[src/rtl/morse_stream_decoder_if.sv]
// Symbol-in / character-out bundle for morse_stream_decoder.
// Both sides use valid/ready: a transfer happens on a rising clk edge where valid and ready are both high.
interface morse_stream_decoder_if #(
   parameter int FIFO_DEPTH = 4
);
   logic                          sym_valid;
   logic [1:0]                    sym_type;
   logic                          sym_ready;
   logic [7:0]                    ascii_data;
   logic                          ascii_valid;
   logic                          ascii_ready;
   logic                          err;
   logic [$clog2(FIFO_DEPTH):0]   fifo_count;

   // master: symbol source and character sink. slave: the decoder.
   modport master (
      output sym_valid, sym_type, ascii_ready,
      input  sym_ready, ascii_data, ascii_valid, err, fifo_count
   );

   modport slave (
      input  sym_valid, sym_type, ascii_ready,
      output sym_ready, ascii_data, ascii_valid, err, fifo_count
   );
endinterface

[src/rtl/morse_stream_decoder.sv]
// Collects Morse dots/dashes into a code word, decodes it to ASCII and queues the result in a small FIFO.
// Define MORSE_DIGITS_EN to also decode the five-symbol digits 0-9.
module morse_stream_decoder #(
   parameter int MAX_SYMBOLS = 5,
   parameter int FIFO_DEPTH  = 4
) (
   input  logic                  clk,
   input  logic                  rst,
   morse_stream_decoder_if.slave bus,
   output logic [1:0]            fsm_state
);
   localparam int CW = 2 * MAX_SYMBOLS;
   localparam int NW = $clog2(MAX_SYMBOLS + 1);
   localparam int AW = $clog2(FIFO_DEPTH);
   localparam logic [AW:0] DEPTH = (AW + 1)'(FIFO_DEPTH);

   localparam logic [1:0] SYM_WORD_END = 2'b00;
   localparam logic [1:0] DOT = 2'b10;
   localparam logic [1:0] DSH = 2'b11;
   localparam logic [1:0] NIL = 2'b00;

   typedef enum logic [1:0] {
      IDLE    = 2'd0,
      COLLECT = 2'd1,
      LOOKUP  = 2'd2,
      SPACE   = 2'd3
   } state_t;

   state_t         state_q, state_d;
   logic [CW-1:0]  code_q;
   logic [NW-1:0]  cnt_q;
   logic           overrun_q;
   logic           last_space_q;
   logic           pend_space_q;
   logic           err_q;

   logic [7:0]     mem [FIFO_DEPTH];
   logic [AW-1:0]  wr_ptr_q, rd_ptr_q;
   logic [AW:0]    count_q;

   logic           sym_ready_c;
   logic           accept;
   logic           full, empty, pop, push;
   logic [7:0]     push_data;
   logic           store_sym, set_overrun, load_pend, clear_code, lookup_err;
   logic           dec_valid;
   logic [7:0]     dec_char;
   logic [CW-1:0]  sym_slot;

   // Only the top five slots can hold a legal code; longer codes are rejected by the slot count.
   function automatic logic [8:0] decode(input logic [9:0] c);
      logic [8:0] r;
      r = 9'h000;
      case (c)
         {DOT, DSH, NIL, NIL, NIL}: r = {1'b1, 8'h41};
         {DSH, DOT, DOT, DOT, NIL}: r = {1'b1, 8'h42};
         {DSH, DOT, DSH, DOT, NIL}: r = {1'b1, 8'h43};
         {DSH, DOT, DOT, NIL, NIL}: r = {1'b1, 8'h44};
         {DOT, NIL, NIL, NIL, NIL}: r = {1'b1, 8'h45};
         {DOT, DOT, DSH, DOT, NIL}: r = {1'b1, 8'h46};
         {DSH, DSH, DOT, NIL, NIL}: r = {1'b1, 8'h47};
         {DOT, DOT, DOT, DOT, NIL}: r = {1'b1, 8'h48};
         {DOT, DOT, NIL, NIL, NIL}: r = {1'b1, 8'h49};
         {DOT, DSH, DSH, DSH, NIL}: r = {1'b1, 8'h4A};
         {DSH, DOT, DSH, NIL, NIL}: r = {1'b1, 8'h4B};
         {DOT, DSH, DOT, DOT, NIL}: r = {1'b1, 8'h4C};
         {DSH, DSH, NIL, NIL, NIL}: r = {1'b1, 8'h4D};
         {DSH, DOT, NIL, NIL, NIL}: r = {1'b1, 8'h4E};
         {DSH, DSH, DSH, NIL, NIL}: r = {1'b1, 8'h4F};
         {DOT, DSH, DSH, DOT, NIL}: r = {1'b1, 8'h50};
         {DSH, DSH, DOT, DSH, NIL}: r = {1'b1, 8'h51};
         {DOT, DSH, DOT, NIL, NIL}: r = {1'b1, 8'h52};
         {DOT, DOT, DOT, NIL, NIL}: r = {1'b1, 8'h53};
         {DSH, NIL, NIL, NIL, NIL}: r = {1'b1, 8'h54};
         {DOT, DOT, DSH, NIL, NIL}: r = {1'b1, 8'h55};
         {DOT, DOT, DOT, DSH, NIL}: r = {1'b1, 8'h56};
         {DOT, DSH, DSH, NIL, NIL}: r = {1'b1, 8'h57};
         {DSH, DOT, DOT, DSH, NIL}: r = {1'b1, 8'h58};
         {DSH, DOT, DSH, DSH, NIL}: r = {1'b1, 8'h59};
         {DSH, DSH, DOT, DOT, NIL}: r = {1'b1, 8'h5A};
`ifdef MORSE_DIGITS_EN
         {DSH, DSH, DSH, DSH, DSH}: r = {1'b1, 8'h30};
         {DOT, DSH, DSH, DSH, DSH}: r = {1'b1, 8'h31};
         {DOT, DOT, DSH, DSH, DSH}: r = {1'b1, 8'h32};
         {DOT, DOT, DOT, DSH, DSH}: r = {1'b1, 8'h33};
         {DOT, DOT, DOT, DOT, DSH}: r = {1'b1, 8'h34};
         {DOT, DOT, DOT, DOT, DOT}: r = {1'b1, 8'h35};
         {DSH, DOT, DOT, DOT, DOT}: r = {1'b1, 8'h36};
         {DSH, DSH, DOT, DOT, DOT}: r = {1'b1, 8'h37};
         {DSH, DSH, DSH, DOT, DOT}: r = {1'b1, 8'h38};
         {DSH, DSH, DSH, DSH, DOT}: r = {1'b1, 8'h39};
`endif
         default: r = 9'h000;
      endcase
      return r;
   endfunction

   logic [8:0] dec_word;
   assign dec_word  = decode(code_q[CW-1 -: 10]);
   assign dec_valid = dec_word[8] && (cnt_q <= NW'(5));
   assign dec_char  = dec_word[7:0];

   // New symbol lands in the slot just below the ones already filled.
   assign sym_slot = {bus.sym_type, {(CW-2){1'b0}}} >> {cnt_q, 1'b0};

   assign full  = (count_q == DEPTH);
   assign empty = (count_q == '0);
   assign pop   = !empty && bus.ascii_ready;

   always_comb begin
      state_d     = state_q;
      sym_ready_c = (state_q == IDLE) || (state_q == COLLECT);
      accept      = bus.sym_valid && sym_ready_c;
      store_sym   = 1'b0;
      set_overrun = 1'b0;
      load_pend   = 1'b0;
      clear_code  = 1'b0;
      lookup_err  = 1'b0;
      push        = 1'b0;
      push_data   = 8'h00;

      case (state_q)
         IDLE: begin
            if (accept) begin
               if (bus.sym_type[1]) begin
                  store_sym = 1'b1;
                  state_d   = COLLECT;
               end else if (bus.sym_type == SYM_WORD_END && !last_space_q) begin
                  state_d = SPACE;
               end
            end
         end
         COLLECT: begin
            if (accept) begin
               if (bus.sym_type[1]) begin
                  if (cnt_q < NW'(MAX_SYMBOLS)) store_sym = 1'b1;
                  else                          set_overrun = 1'b1;
               end else begin
                  load_pend = 1'b1;
                  state_d   = LOOKUP;
               end
            end
         end
         LOOKUP: begin
            if (!full || pop) begin
               clear_code = 1'b1;
               if (dec_valid && !overrun_q) begin
                  push      = 1'b1;
                  push_data = dec_char;
               end else begin
                  lookup_err = 1'b1;
               end
               state_d = pend_space_q ? SPACE : IDLE;
            end
         end
         SPACE: begin
            // A rejected letter between two word ends must not produce a second space.
            if (last_space_q) begin
               state_d = IDLE;
            end else if (!full || pop) begin
               push      = 1'b1;
               push_data = 8'h20;
               state_d   = IDLE;
            end
         end
         default: state_d = IDLE;
      endcase
   end

   always_ff @(posedge clk) begin
      if (rst) begin
         state_q      <= IDLE;
         code_q       <= '0;
         cnt_q        <= '0;
         overrun_q    <= 1'b0;
         last_space_q <= 1'b0;
         pend_space_q <= 1'b0;
         err_q        <= 1'b0;
         wr_ptr_q     <= '0;
         rd_ptr_q     <= '0;
         count_q      <= '0;
      end else begin
         state_q <= state_d;
         err_q   <= lookup_err;
         if (clear_code) begin
            code_q    <= '0;
            cnt_q     <= '0;
            overrun_q <= 1'b0;
         end else begin
            if (store_sym) begin
               code_q <= code_q | sym_slot;
               cnt_q  <= cnt_q + 1'b1;
            end
            if (set_overrun) overrun_q <= 1'b1;
         end
         if (load_pend) pend_space_q <= (bus.sym_type == SYM_WORD_END);
         if (push) begin
            wr_ptr_q     <= wr_ptr_q + 1'b1;
            last_space_q <= (push_data == 8'h20);
         end
         if (pop) rd_ptr_q <= rd_ptr_q + 1'b1;
         case ({push, pop})
            2'b10:   count_q <= count_q + 1'b1;
            2'b01:   count_q <= count_q - 1'b1;
            default: count_q <= count_q;
         endcase
      end
   end

   always_ff @(posedge clk) begin
      if (push && !rst) mem[wr_ptr_q] <= push_data;
   end

   assign bus.sym_ready   = sym_ready_c;
   assign bus.ascii_valid = !empty;
   assign bus.ascii_data  = empty ? 8'h00 : mem[rd_ptr_q];
   assign bus.err         = err_q;
   assign bus.fifo_count  = count_q;
   assign fsm_state       = state_q;
endmodule

[src/flat_wrapper.sv]
// flat-port wrapper written by rule: the top's interface ports become plain ports
module morse_stream_decoder_flat 
#(
   parameter int MAX_SYMBOLS = 5,
   parameter int FIFO_DEPTH  = 4
)
  (clk, rst, fsm_state, bus_sym_valid, bus_sym_type, bus_ascii_ready, bus_sym_ready, bus_ascii_data, bus_ascii_valid, bus_err, bus_fifo_count);
  morse_stream_decoder_if #(.FIFO_DEPTH(FIFO_DEPTH)) bus_i ();
  input  logic clk;
  input  logic rst;
  output logic [1:0] fsm_state;
  input wire logic [$bits(bus_i.sym_valid)-1:0] bus_sym_valid;
  input wire logic [$bits(bus_i.sym_type)-1:0] bus_sym_type;
  input wire logic [$bits(bus_i.ascii_ready)-1:0] bus_ascii_ready;
  output wire logic [$bits(bus_i.sym_ready)-1:0] bus_sym_ready;
  output wire logic [$bits(bus_i.ascii_data)-1:0] bus_ascii_data;
  output wire logic [$bits(bus_i.ascii_valid)-1:0] bus_ascii_valid;
  output wire logic [$bits(bus_i.err)-1:0] bus_err;
  output wire logic [$bits(bus_i.fifo_count)-1:0] bus_fifo_count;
  assign bus_i.sym_valid = bus_sym_valid;
  assign bus_i.sym_type = bus_sym_type;
  assign bus_i.ascii_ready = bus_ascii_ready;
  assign bus_sym_ready = bus_i.sym_ready;
  assign bus_ascii_data = bus_i.ascii_data;
  assign bus_ascii_valid = bus_i.ascii_valid;
  assign bus_err = bus_i.err;
  assign bus_fifo_count = bus_i.fifo_count;
  morse_stream_decoder #(.MAX_SYMBOLS(MAX_SYMBOLS), .FIFO_DEPTH(FIFO_DEPTH)) u_core (.clk(clk), .rst(rst), .bus(bus_i), .fsm_state(fsm_state));
endmodule
[config.mk]
export PLATFORM = sky130hd
export DESIGN_NAME = morse_stream_decoder_flat
export DESIGN_NICKNAME = d
export VERILOG_FILES = /design/src/rtl/morse_stream_decoder_if.sv /design/src/rtl/morse_stream_decoder.sv /design/src/flat_wrapper.sv
export SDC_FILE = /design/constraint.sdc
export NUM_CORES = 1
export LEC_CHECK = 0
export CAP_MARGIN = 20
export CORE_MARGIN = 2
export CORE_UTILIZATION = 25
export DETAILED_ROUTE_END_ITERATION = 8
export DONT_BUFFER_PORTS = 1
export PLACE_DENSITY_LB_ADDON = 0.3
export SYNTH_ARGS = -nofsm -noshare
export SYNTH_HDL_FRONTEND = slang
export SYNTH_SLANG_ARGS = --single-unit
[constraint.sdc]
create_clock -name clk -period 3.5 [get_ports clk]
set_input_delay 0.525 -clock clk [delete_from_list [all_inputs] [get_ports clk]]
set_output_delay 0.525 -clock clk [all_outputs]
set_load 0.005 [all_outputs]
==> results.rst, run 1 <==
.. list-table::
   :header-rows: 1

   * - Metric
     - Value
   * - Class of the worst hold path
     - in2reg
   * - Number of top-level pins
     - 22
   * - Met3 GRT Util
     - 2.570%
   * - Leakage power total
     - 1.071 nW
   * - Number of buffer cells added on primary ports
     - 0
   * - Initial DRC count
     - 180
   * - Layout cells sized above 1
     - 11.07%
   * - Initial antenna violation count
     - 0
   * - Min Clock Period, post-route
     - 3242 ps
   * - CP Cell Sequence
     - and3b_1 -> and4_1 -> a21oi_1 -> o211a_1 -> a31o_4 -> clkinv_4 -> nor2_1 -> ha_1 -> inv_1 -> fa_1 -> xor2_1 -> or3_1 -> a21oi_1
   * - Number of fill cells in the layout
     - 1181
   * - Number of nets at the end of the flow
     - 292
   * - Die X
     - 111.1 um
   * - Buffer and inverter count on the worst path
     - 2
   * - Met1 Resource Use GR
     - 12.81%
   * - Y dimension of the die
     - 111.1 um
   * - Post-Synthesis Cell Area
     - 0.002869 sq mm
   * - Setup violation total in the final timing report
     - 0
   * - CTS tree
     - yes
   * - Total number of yosys warnings
     - 0
   * - Ratio of total power to cell area
     - 455.4 mW/mm^2
   * - Proportion of netlist area held by the largest area contributor
     - 29.31%
   * - Clock Power Share
     - 39.1%
   * - Post-synth top flop
     - edfxtp_1
   * - Most common library cells after synthesis
     - 42 x nor2_1, 28 x dfxtp_1, 28 x edfxtp_1
   * - Master cell of the clock root buffer
     - clkbuf_16
   * - DRC Markers
     - 0
   * - Depth of the worst register-to-register path
     - 13
   * - Register area share after synthesis
     - 48.84%
   * - Slew Viols, Final
     - 0
   * - Post-synthesis area per instance
     - 9.962 sq um
   * - Overall die area
     - 0.01235 sq mm
   * - Setup slack on the worst flop-to-flop path
     - 260 ps
   * - Detailed Route WL
     - 5728 um
   * - Worst path max stage delay
     - 550 ps
   * - Power dissipated by switching net loads
     - 0.3313 mW
   * - FF+latch count, synth
     - 56
   * - M2 GR Usage
     - 15.75%
   * - Category of cells accounting for the largest share of critical-path delay
     - simple AND/OR/NAND/NOR gates
   * - Maximum fanout along the worst path
     - 11
   * - Worst-path cell with the longest stage delay
     - dfxtp_1
   * - Worst-case setup slack after placement
     - 241.1 ps
   * - Mean number of vias per cell
     - 4.813
   * - Unrepaired setup endpoints after global routing
     - false
   * - Setup TNS
     - 0 ps
   * - Reg-to-reg endpoint
     - u_core.bus.fifo_count[2]
   * - Post-detail-place hpwl
     - 4227 um
   * - Most common cell on crit path
     - a21oi_1
   * - Top cell type by total area after synthesis
     - edfxtp_1
   * - Ratio of final minimum period to clock period
     - 92.62%
   * - Number of flops mapped to enable cells by yosys
     - 28
   * - Wire length of the first global-routing pass
     - 9894 um
   * - Setup crit start
     - u_core.code_q[4]
   * - Initial DRT Pass Iterations
     - 4
   * - Clock latency at the later pin of the worst-skew pair
     - 290 ps
   * - Hold path endpoint
     - u_core.bus.fifo_count[2]
   * - Startpoint of the lowest-slack hold path
     - rst
   * - Net switching fraction of the power
     - 23.02%
   * - N_diodes
     - 0
   * - Pin count of the biggest net entering global routing
     - 20
   * - Setup crit end kind
     - flop
   * - Rows
     - 39
   * - Routed vias
     - 2036
   * - Start of the worst register-to-register path
     - u_core.code_q[4]
   * - Number of buffers inserted during clock tree synthesis
     - 5
   * - Number of post-CTS setup repair buffers
     - 0
   * - Remaining Overflow, GRT
     - 0
   * - Required @ worst endpoint
     - 3730 ps
   * - Kind of critical path
     - reg2reg
   * - RePlAce Congestion
     - 0.8738
   * - Internal power contribution
     - 1.108 mW
   * - Share of flip-flops with an asynchronous set or reset after synthesis
     - 0%
   * - Final setup slack of the worst path
     - 258.2 ps
   * - Average routed wire per standard cell
     - 13.54 um
   * - Number of max-capacitance violations reported
     - 0
   * - Run status
     - finished clean
   * - VDD IR max
     - 281.0 uV
   * - Starting utilization of the core area
     - 25.34%
   * - Top cells by area, synth
     - edfxtp_1 29%, dfxtp_1 20%, mux4_2 5.5%, nor2_1 5.5%, a21oi_1 3.1%
   * - Max Buffers Root-to-Sink
     - 2
   * - Startpoint Class
     - flop
   * - Core footprint
     - 0.01132 sq mm
   * - Clock-pin slew on the worst setup and hold paths
     - 70 ps
   * - Sequential cell fraction of total power
     - 50.9%
   * - Critical path data arrival time
     - 3470 ps
   * - Layer carrying the most global-route usage
     - met2
   * - Sink Count
     - 56
   * - Max Clock Freq
     - 308.5 MHz
   * - Setup clock skew after layout
     - 3.254 ps
   * - Net count after synthesis
     - 301
   * - Fin. Hold Viols
     - 0
   * - Most common cell in the netlist
     - nor2_1
   * - Number of levels in the clock H-tree
     - 2
   * - Post-synth cell types
     - 57
   * - Count of cells along the worst hold path
     - 1
   * - Via count of the first global-routing pass
     - 1979
   * - Logic pwr share
     - 10.0%
   * - Total track usage
     - 9.748%
   * - Count of mapped cells out of synthesis
     - 288
   * - Layout overhead on the synthesized area
     - 10.16%
   * - Post-detailed-route count of antenna-violating nets
     - 0
==> final cells by class <==
cell class / count / area, sq um / area share (%)
clock buffers: 6 / 128.9 / 4.078
clock inverters: 2 / 38.79 / 1.227
inverters: 12 / 50.05 / 1.584
multi-input cells: 201 / 1339 / 42.36
flip-flops and latches: 56 / 1403 / 44.38
well taps: 143 / 178.9 / 5.661
repair buffers: 3 / 22.52 / 0.7126
==> worst max path at each step <==
| stage | endpoint | slack, ps | cells past startpoint |
|---|---|---|---|
| after global placement | u_core.bus.fifo_count[2] | 280 | 13 |
| after floorplan | u_core.bus.fifo_count[2] | 600 | 14 |
| final | u_core.bus.fifo_count[2] | 260 | 13 |
| after detailed placement | u_core.bus.fifo_count[2] | 240 | 13 |
| after global routing | u_core.bus.fifo_count[2] | 20 | 13 |
| after CTS | u_core.bus.fifo_count[2] | 200 | 13 |
==> power by group through the flow <==
stage | combinational [mW] | sequential, mW | clock (mW)
final | 0.144 | 0.732 | 0.563
after global routing | 0.163 | 0.737 | 0.607
after CTS | 0.146 | 0.733 | 0.576
after detailed placement | 0.145 | 0.748 | 0
after global placement | 0.145 | 0.748 | 0
after floorplan | 0.134 | 0.729 | 0
==> flip-flops by register name, summed over array words and instances (netlist names), named ones only <==
| name | count |
|---|---|
| u_core.bus.err | 1 |
| u_core.rd_ptr_q | 2 |
| u_core.cnt_q | 3 |
| u_core.last_space_q | 1 |
| u_core.mem | 28 |
| u_core.wr_ptr_q | 2 |
| u_core.overrun_q | 1 |
| u_core.bus.fifo_count | 3 |
| u_core.pend_space_q | 1 |
| u_core.fsm_state | 2 |
| u_core.code_q | 10 |
==> metal layers <==
metal	wire (um)	share of wire [%]
met5	0	0
met4	73	1.3
met3	275	4.8
met2	2684	47
met1	2694	47
==> kinds of logic after synthesis <==
| kind of cell | count (synthesis) | share of synthesized area [%] |
|---|---|---|
| AO/OA/AOI/OAI | 53 | 12.74 |
| XOR/XNOR | 8 | 2.442 |
| adder cells (fa/ha/maj) | 7 | 3.314 |
| buffers and inverters | 31 | 4.492 |
| flip-flops | 56 | 48.84 |
| multiplexers | 8 | 5.844 |
| other | 1 | 0.1307 |
| AND/OR/NAND/NOR | 124 | 22.20 |
==> per-stage QoR <==
stage / util (%) / area [sq um] / power, mW / cells / hold WS, ps
2_1_floorplan: - / 2869 / 0.8626 / 288 / 437.5
3_3_place_gp: 26.43 / 2992 / 0.8930 / 415 / 447.7
3_5_place_dp: 26.43 / 2992 / 0.8929 / 415 / 463.1
4_1_cts: 27.91 / 3159 / 1.455 / 423 / 287.3
5_1_grt: 27.92 / 3161 / 1.506 / 423 / 283.8
6_report: 27.92 / 3161 / 1.439 / 423 / 294.6
==> placed cells by master (no fill, tap or decap), types with 3 or more instances in the layout <==
cell type  netlist  routed
a21oi_1         18      18
a31oi_1          6       6
and2_1          13      13
and3_1           4       4
buf_4            1       3
clkbuf_16        0       5
dfxtp_1         28      27
edfxtp_1        28      28
ha_1             6       6
inv_1           11      11
mux4_2           7       7
nand2_1         17      17
nand2b_1         5       5
nand3_1          7       7
nor2_1          42      42
nor2b_1          3       3
nor3_1          11      11
nor4_1           5       5
o21ai_0          7       7
or3_1            4       4
xor2_1           6       6
==> what timing repair did <==
action                                 CTS  global route
gates resized for setup                  0             1
hold buffers                             0             0
setup endpoints to repair                0             1
endpoints found under the hold margin    0             0
Power figures use the tool's default switching activity.
==> run 2: changes to the inputs <==
--- a/config.mk
+++ b/config.mk
@@ -10,7 +10,7 @@
 export CORE_UTILIZATION = 25
 export DETAILED_ROUTE_END_ITERATION = 8
 export DONT_BUFFER_PORTS = 1
-export PLACE_DENSITY_LB_ADDON = 0.3
+export PLACE_DENSITY = 0.39
 export SYNTH_ARGS = -nofsm -noshare
 export SYNTH_HDL_FRONTEND = slang
 export SYNTH_SLANG_ARGS = --single-unit
==> results.rst, run 2 (synthesis results as in run 1) <==
.. list-table::
   :header-rows: 1

   * - Metric
     - Value
   * - CTS tree
     - yes
   * - Remaining Overflow, GRT
     - 0 (unchanged)
   * - Number of buffers inserted during clock tree synthesis
     - 5 (unchanged)
   * - Starting utilization of the core area
     - 25.34% (unchanged)
   * - Mean number of vias per cell
     - 4.751 (-1.3%)
   * - Ratio of final minimum period to clock period
     - 92.78% (+0.16 points)
   * - Initial DRC count
     - 150 (-17%)
   * - Smallest hold slack
     - 291.4 ps (-3.285 ps)
   * - Max Buffers Root-to-Sink
     - 2 (unchanged)
   * - Pin count of the biggest net entering global routing
     - 20 (unchanged)
   * - Worst-case setup slack after placement
     - 258.6 ps (+17.46 ps)
   * - Unrepaired setup endpoints after global routing
     - false
   * - RePlAce Congestion
     - 0.8339 (-4.6%)
   * - VDD IR max
     - 179.0 uV (-36%)
   * - Routed vias
     - 2024 (-0.59%)
   * - Register with the highest flop count
     - u_core.mem
   * - Class of the worst hold path
     - in2reg
   * - Depth of the worst register-to-register path
     - 13 (unchanged)
   * - Area taken by multi-input logic gates
     - 0.001339 sq mm (unchanged)
   * - Clock-pin slew on the worst setup and hold paths
     - 80 ps (about the same)
   * - Count of cells along the worst hold path
     - 1 (unchanged)
   * - Regs by FF count
     - u_core.mem (28), u_core.code_q (10)
   * - DRC Markers
     - 0 (unchanged)
   * - Most common cell after layout, fill and taps aside
     - nor2_1
   * - Min Clock Period, post-route
     - 3247 ps (+5.622 ps)
   * - Y dimension of the die
     - 111.1 um (unchanged)
   * - Final setup slack of the worst path
     - 252.6 ps (-5.622 ps)
   * - Final std cell area, no fill
     - 0.003162 sq mm (about the same)
   * - Number of top-level pins
     - 22 (unchanged)
   * - Flip-flop count of the largest register, all copies and words added
     - 28 (unchanged)
   * - Overall die area
     - 0.01235 sq mm (unchanged)
   * - Setup violation total in the final timing report
     - 0 (unchanged)
   * - Leakage power total
     - 1.076 nW (+0.47%)
   * - Sink Count
     - 56 (unchanged)
   * - Total track usage
     - 10.45% (+0.71 points)
   * - Layout cells sized above 1
     - 12.37% (+1.3 points)
   * - Post-route total power
     - 1.378 mW (-4.3%)
   * - Initial DRT Pass Iterations
     - 4 (unchanged)
   * - Startpoint Class
     - flop
   * - Via count of the first global-routing pass
     - 2001 (+1.1%)
   * - Average routed wire per standard cell
     - 14.50 um (+7.0%)
   * - Initial antenna violation count
     - 0 (unchanged)
   * - Post-detailed-route count of antenna-violating nets
     - 0 (unchanged)
   * - Number of levels in the clock H-tree
     - 2 (unchanged)
   * - Run status
     - finished clean
   * - Detailed Route WL
     - 6175 um (+7.8%)
   * - Post-detail-place hpwl
     - 4493 um (+6.3%)
   * - N_diodes
     - 0 (unchanged)
   * - Max Clock Freq
     - 307.9 MHz (-0.17%)
   * - Setup clock skew after layout
     - 10.34 ps (+7.081 ps)
   * - Required @ worst endpoint
     - 3720 ps (about the same)
   * - Slew Viols, Final
     - 0 (unchanged)
   * - Maximum fanout along the worst path
     - 10 (-1)
   * - Fin. Hold Viols
     - 0 (unchanged)
   * - Ratio of total power to cell area
     - 435.8 mW/mm^2 (-4.3%)
   * - Number of fill cells in the layout
     - 1190 (+0.76%)
   * - Master cell of the clock root buffer
     - clkbuf_16
   * - Setup TNS
     - 0 ps (unchanged)
   * - Clock latency at the later pin of the worst-skew pair
     - 290 ps (about the same)
   * - Setup crit end kind
     - flop
   * - Wire length of the first global-routing pass
     - 10450 um (+5.6%)
   * - Rows
     - 39 (unchanged)
   * - Number of buffer cells added on primary ports
     - 0 (unchanged)
   * - Number of max-capacitance violations reported
     - 0 (unchanged)
   * - Core footprint
     - 0.01132 sq mm (unchanged)
   * - Critical path data arrival time
     - 3470 ps (about the same)
   * - Post-placement cell area
     - 0.003014 sq mm (+0.75%)
   * - Area used by sequential logic in the layout
     - 0.001403 sq mm (unchanged)
   * - Leading cell types in the layout, fill and taps excluded
     - 42 x nor2_1, 28 x edfxtp_1, 27 x dfxtp_1
   * - Number of nets at the end of the flow
     - 295 (+1.0%)
   * - Kind of critical path
     - reg2reg
   * - Slew at the pin closest to its max-slew limit
     - 506.0 ps
   * - Max_slew headroom
     - 66.22%
   * - Layout overhead on the synthesized area
     - 10.20% (about the same)
   * - Die X
     - 111.1 um (unchanged)
## run 2: changes by cell type in the layout (fill, tap and decap cells not counted), sizes merged
cell	delta
clkbuf	-1
clkinvlp	+1
clkinv	+1
buf	+3
bufinv	-1
## run 2: per-layer routing
layer	vias to the layer above	routed length, um	GRT usage (%)
li1	1027	-	-
met1	956	2977	14.46
met2	35	2958	16.89
met3	6	181	2.242
met4	0	57	2.305
met5	-	0	0
## run 2: final cells by class
| cell class | count | area share [%] |
|---|---|---|
| multi-input cells | 201 | 42.34 |
| repair buffers | 6 | 1.425 |
| clock inverters | 3 | 0.6727 |
| well taps | 143 | 5.659 |
| flip-flops and latches | 56 | 44.36 |
| clock buffers | 5 | 3.957 |
| inverters | 12 | 1.583 |
## run 2: metrics by stage
step	utilization (%)	instances
finish	27.93	426
global route	27.93	426
CTS	27.92	426
detailed placement	26.62	418
global placement	26.62	418
floorplan	-	288
## run 2: what timing repair did
item                       CTS  global route
hold buffers                 0             0
resized for setup            0             1
setup endpoints to repair    0             1
hold endpoints to repair     0             0
buffers inserted             0             0
## run 2: path summary, 6_finish.rpt
| path | from | endpoint | slack (ps) |
|---|---|---|---|
| min | rst | u_core.fsm_state[0] | 290 |
| max reg2reg | u_core.code_q[4] | u_core.bus.fifo_count[2] | 250 |
| min reg2reg | u_core.overrun_q | u_core.overrun_q | 470 |
| max | u_core.code_q[4] | u_core.bus.fifo_count[2] | 250 |
## run 2: critical path, stage by stage (launching register included)
cell	delay (ps)
dfxtp_1	550
and3b_1	300
and4_1	220
a21oi_1	210
o211a_1	240
a31o_4	210
clkinv_4	100
nor2_1	120
ha_1	180
inv_1	60
fa_1	380
xor2_1	160
or3_1	300
a21oi_1	150
## run 2: where the power goes
group / switching (mW) / total [mW] / internal [mW]
Sequential: 0.0310 / 0.732 / 0.700
Combinational: 0.0799 / 0.147 / 0.0675
Clock: 0.232 / 0.499 / 0.267
Total: 0.343 / 1.38 / 1.03
==> run 3: changes to the inputs <==
--- a/config.mk
+++ b/config.mk
@@ -6,10 +6,10 @@
 export NUM_CORES = 1
 export LEC_CHECK = 0
 export CAP_MARGIN = 20
-export CORE_MARGIN = 2
 export CORE_UTILIZATION = 25
 export DETAILED_ROUTE_END_ITERATION = 8
 export DONT_BUFFER_PORTS = 1
+export HOLD_SLACK_MARGIN = 0.06
 export PLACE_DENSITY = 0.39
 export SYNTH_ARGS = -nofsm -noshare
 export SYNTH_HDL_FRONTEND = slang
==> results.rst, run 3 (synthesis results as in run 1) <==
.. list-table::
   :header-rows: 1

   * - Metric
     - Value
   * - VDD IR max
     - 208.7 uV (+17%)
   * - Resized Gates After CTS
     - 0 (unchanged)
   * - Starting utilization of the core area
     - 26.01% (+0.67 points)
   * - Max_slew headroom
     - 65.59% (-0.63 points)
   * - Wire length of the first global-routing pass
     - 10010 um (-4.2%)
   * - Leakage power total
     - 1.076 nW (about the same)
   * - Flip-flop count of the largest register, all copies and words added
     - 28 (unchanged)
   * - Overall die area
     - 0.01191 sq mm (-3.6%)
   * - Max Clock Freq
     - 307.7 MHz (about the same)
   * - Initial DRC count
     - 165 (+10%)
   * - Setup crit end kind
     - flop
   * - Critical path data arrival time
     - 3480 ps (about the same)
   * - Class of the worst hold path
     - in2reg
   * - Min Clock Period, post-route
     - 3250 ps (+2.339 ps)
   * - DRC Markers
     - 0 (unchanged)
   * - Setup violation total in the final timing report
     - 0 (unchanged)
   * - Y dimension of the die
     - 109.1 um (-1.8%)
   * - Clock-pin slew on the worst setup and hold paths
     - 80 ps (about the same)
   * - Post-layout util
     - 28.62% (+0.69 points)
   * - Max Buffers Root-to-Sink
     - 2 (unchanged)
   * - Post-detail-place hpwl
     - 4530 um (+0.83%)
   * - Rows
     - 38 (-2.6%)
   * - RePlAce Congestion
     - 0.8244 (-1.1%)
   * - Average routed wire per standard cell
     - 14.65 um (+1.1%)
   * - Most common cell after layout, fill and taps aside
     - nor2_1
   * - Number of buffer cells added on primary ports
     - 0 (unchanged)
   * - Slew Viols, Final
     - 0 (unchanged)
   * - Detailed Route WL
     - 6199 um (+0.39%)
   * - Number of nets at the end of the flow
     - 295 (unchanged)
   * - Initial DRT Pass Iterations
     - 4 (unchanged)
   * - Ratio of total power to cell area
     - 438.4 mW/mm^2 (+0.60%)
   * - Regs by FF count
     - u_core.mem (28), u_core.code_q (10)
   * - Slew at the pin closest to its max-slew limit
     - 509.1 ps (+3.173 ps)
   * - Post-route total power
     - 1.384 mW (+0.44%)
   * - Startpoint Class
     - flop
   * - Clock latency at the later pin of the worst-skew pair
     - 290 ps (about the same)
   * - Number of post-CTS setup repair buffers
     - 0 (unchanged)
   * - N_diodes
     - 0 (unchanged)
   * - Number of levels in the clock H-tree
     - 2 (unchanged)
   * - Core footprint
     - 0.01103 sq mm (-2.6%)
   * - Layout cells sized above 1
     - 12.01% (-0.35 points)
   * - Die X
     - 109.1 um (-1.8%)
   * - Number of fill cells in the layout
     - 1201 (+0.92%)
   * - Required @ worst endpoint
     - 3730 ps (about the same)
   * - Smallest hold slack
     - 293.5 ps (+2.137 ps)
   * - Kind of critical path
     - reg2reg
   * - Register with the highest flop count
     - u_core.mem
   * - Pin count of the biggest net entering global routing
     - 19 (-5.0%)
   * - Initial antenna violation count
     - 0 (unchanged)
   * - Run status
     - finished clean
   * - Unrepaired setup endpoints after global routing
     - false
   * - Setup TNS
     - 0 ps (unchanged)
   * - Leading cell types in the layout, fill and taps excluded
     - 42 x nor2_1, 28 x dfxtp_1, 28 x edfxtp_1
   * - Total track usage
     - 10.93% (+0.47 points)
   * - Fin. Hold Viols
     - 0 (unchanged)
   * - Master cell of the clock root buffer
     - clkbuf_16
   * - CTS tree
     - yes
   * - CTS hold repair buffers
     - 0 (unchanged)
   * - Ratio of final minimum period to clock period
     - 92.85% (about the same)
   * - Sink Count
     - 56 (unchanged)
   * - Remaining Overflow, GRT
     - 0 (unchanged)
   * - Layout overhead on the synthesized area
     - 10.03%
   * - Number of top-level pins
     - 22 (unchanged)
   * - Routed vias
     - 2054 (+1.5%)
   * - Number of max-capacitance violations reported
     - 0 (unchanged)
   * - Mean number of vias per cell
     - 4.856 (+2.2%)
   * - Maximum fanout along the worst path
     - 10 (unchanged)
   * - Post-detailed-route count of antenna-violating nets
     - 0 (unchanged)
   * - Via count of the first global-routing pass
     - 1927 (-3.7%)
   * - Number of buffers inserted during clock tree synthesis
     - 5 (unchanged)
   * - Setup clock skew after layout
     - 8.358 ps (-1.977 ps)
run 3: area by class of cell:
class | instances | area (sq um) | share of cell area [%]
inverters | 12 | 50.05 | 1.585
flip-flops and latches | 56 | 1401 | 44.39
repair buffers | 6 | 45.04 | 1.427
well taps | 140 | 175.2 | 5.549
clock buffers | 5 | 125.1 | 3.964
multi-input cells | 201 | 1339 | 42.41
clock inverters | 3 | 21.27 | 0.6738
run 3: routing by layer:
| layer | routed length, um | track usage, % |
|---|---|---|
| met5 | 0 | 0 |
| met4 | 39 | 2.124 |
| met1 | 3051 | 15.09 |
| met3 | 220 | 2.690 |
| met2 | 2889 | 17.25 |
run 3: path summary, 6_finish.rpt:
check / startpoint / endpoint / slack (ps) / cells after the start
setup reg to reg: u_core.code_q[4] / u_core.bus.fifo_count[2] / 250 / 13
setup / recovery: u_core.code_q[4] / u_core.bus.fifo_count[2] / 250 / 13
hold / removal: rst / u_core.fsm_state[0] / 290 / 1
hold reg to reg: u_core.overrun_q / u_core.overrun_q / 470 / 2
run 3: critical path, stage by stage (launching register included):
cell	delay (ps)
dfxtp_1	540
and3b_1	310
and4_1	240
a21oi_1	230
o211a_1	250
a31o_4	220
clkinv_4	90
nor2_1	120
ha_1	190
inv_1	60
fa_1	370
xor2_1	150
or3_1	300
a21oi_1	130
run 3: stage by stage:
| step | instances | setup slack, ps | instance area, sq um |
|---|---|---|---|
| 3_3_place_gp | 415 | 235.4 | 3010 |
| 4_1_cts | 423 | 272.9 | 3157 |
| 5_1_grt | 423 | 46.87 | 3157 |
| 2_1_floorplan | 288 | 604.3 | 2869 |
| 6_report | 423 | 250.3 | 3157 |
| 3_5_place_dp | 415 | 279.8 | 3010 |
run 3: where the power goes:
part	internal [mW]	total (mW)	switching, mW
Combinational	0.0669	0.146	0.0793
Clock	0.267	0.505	0.238
Sequential	0.700	0.732	0.0320
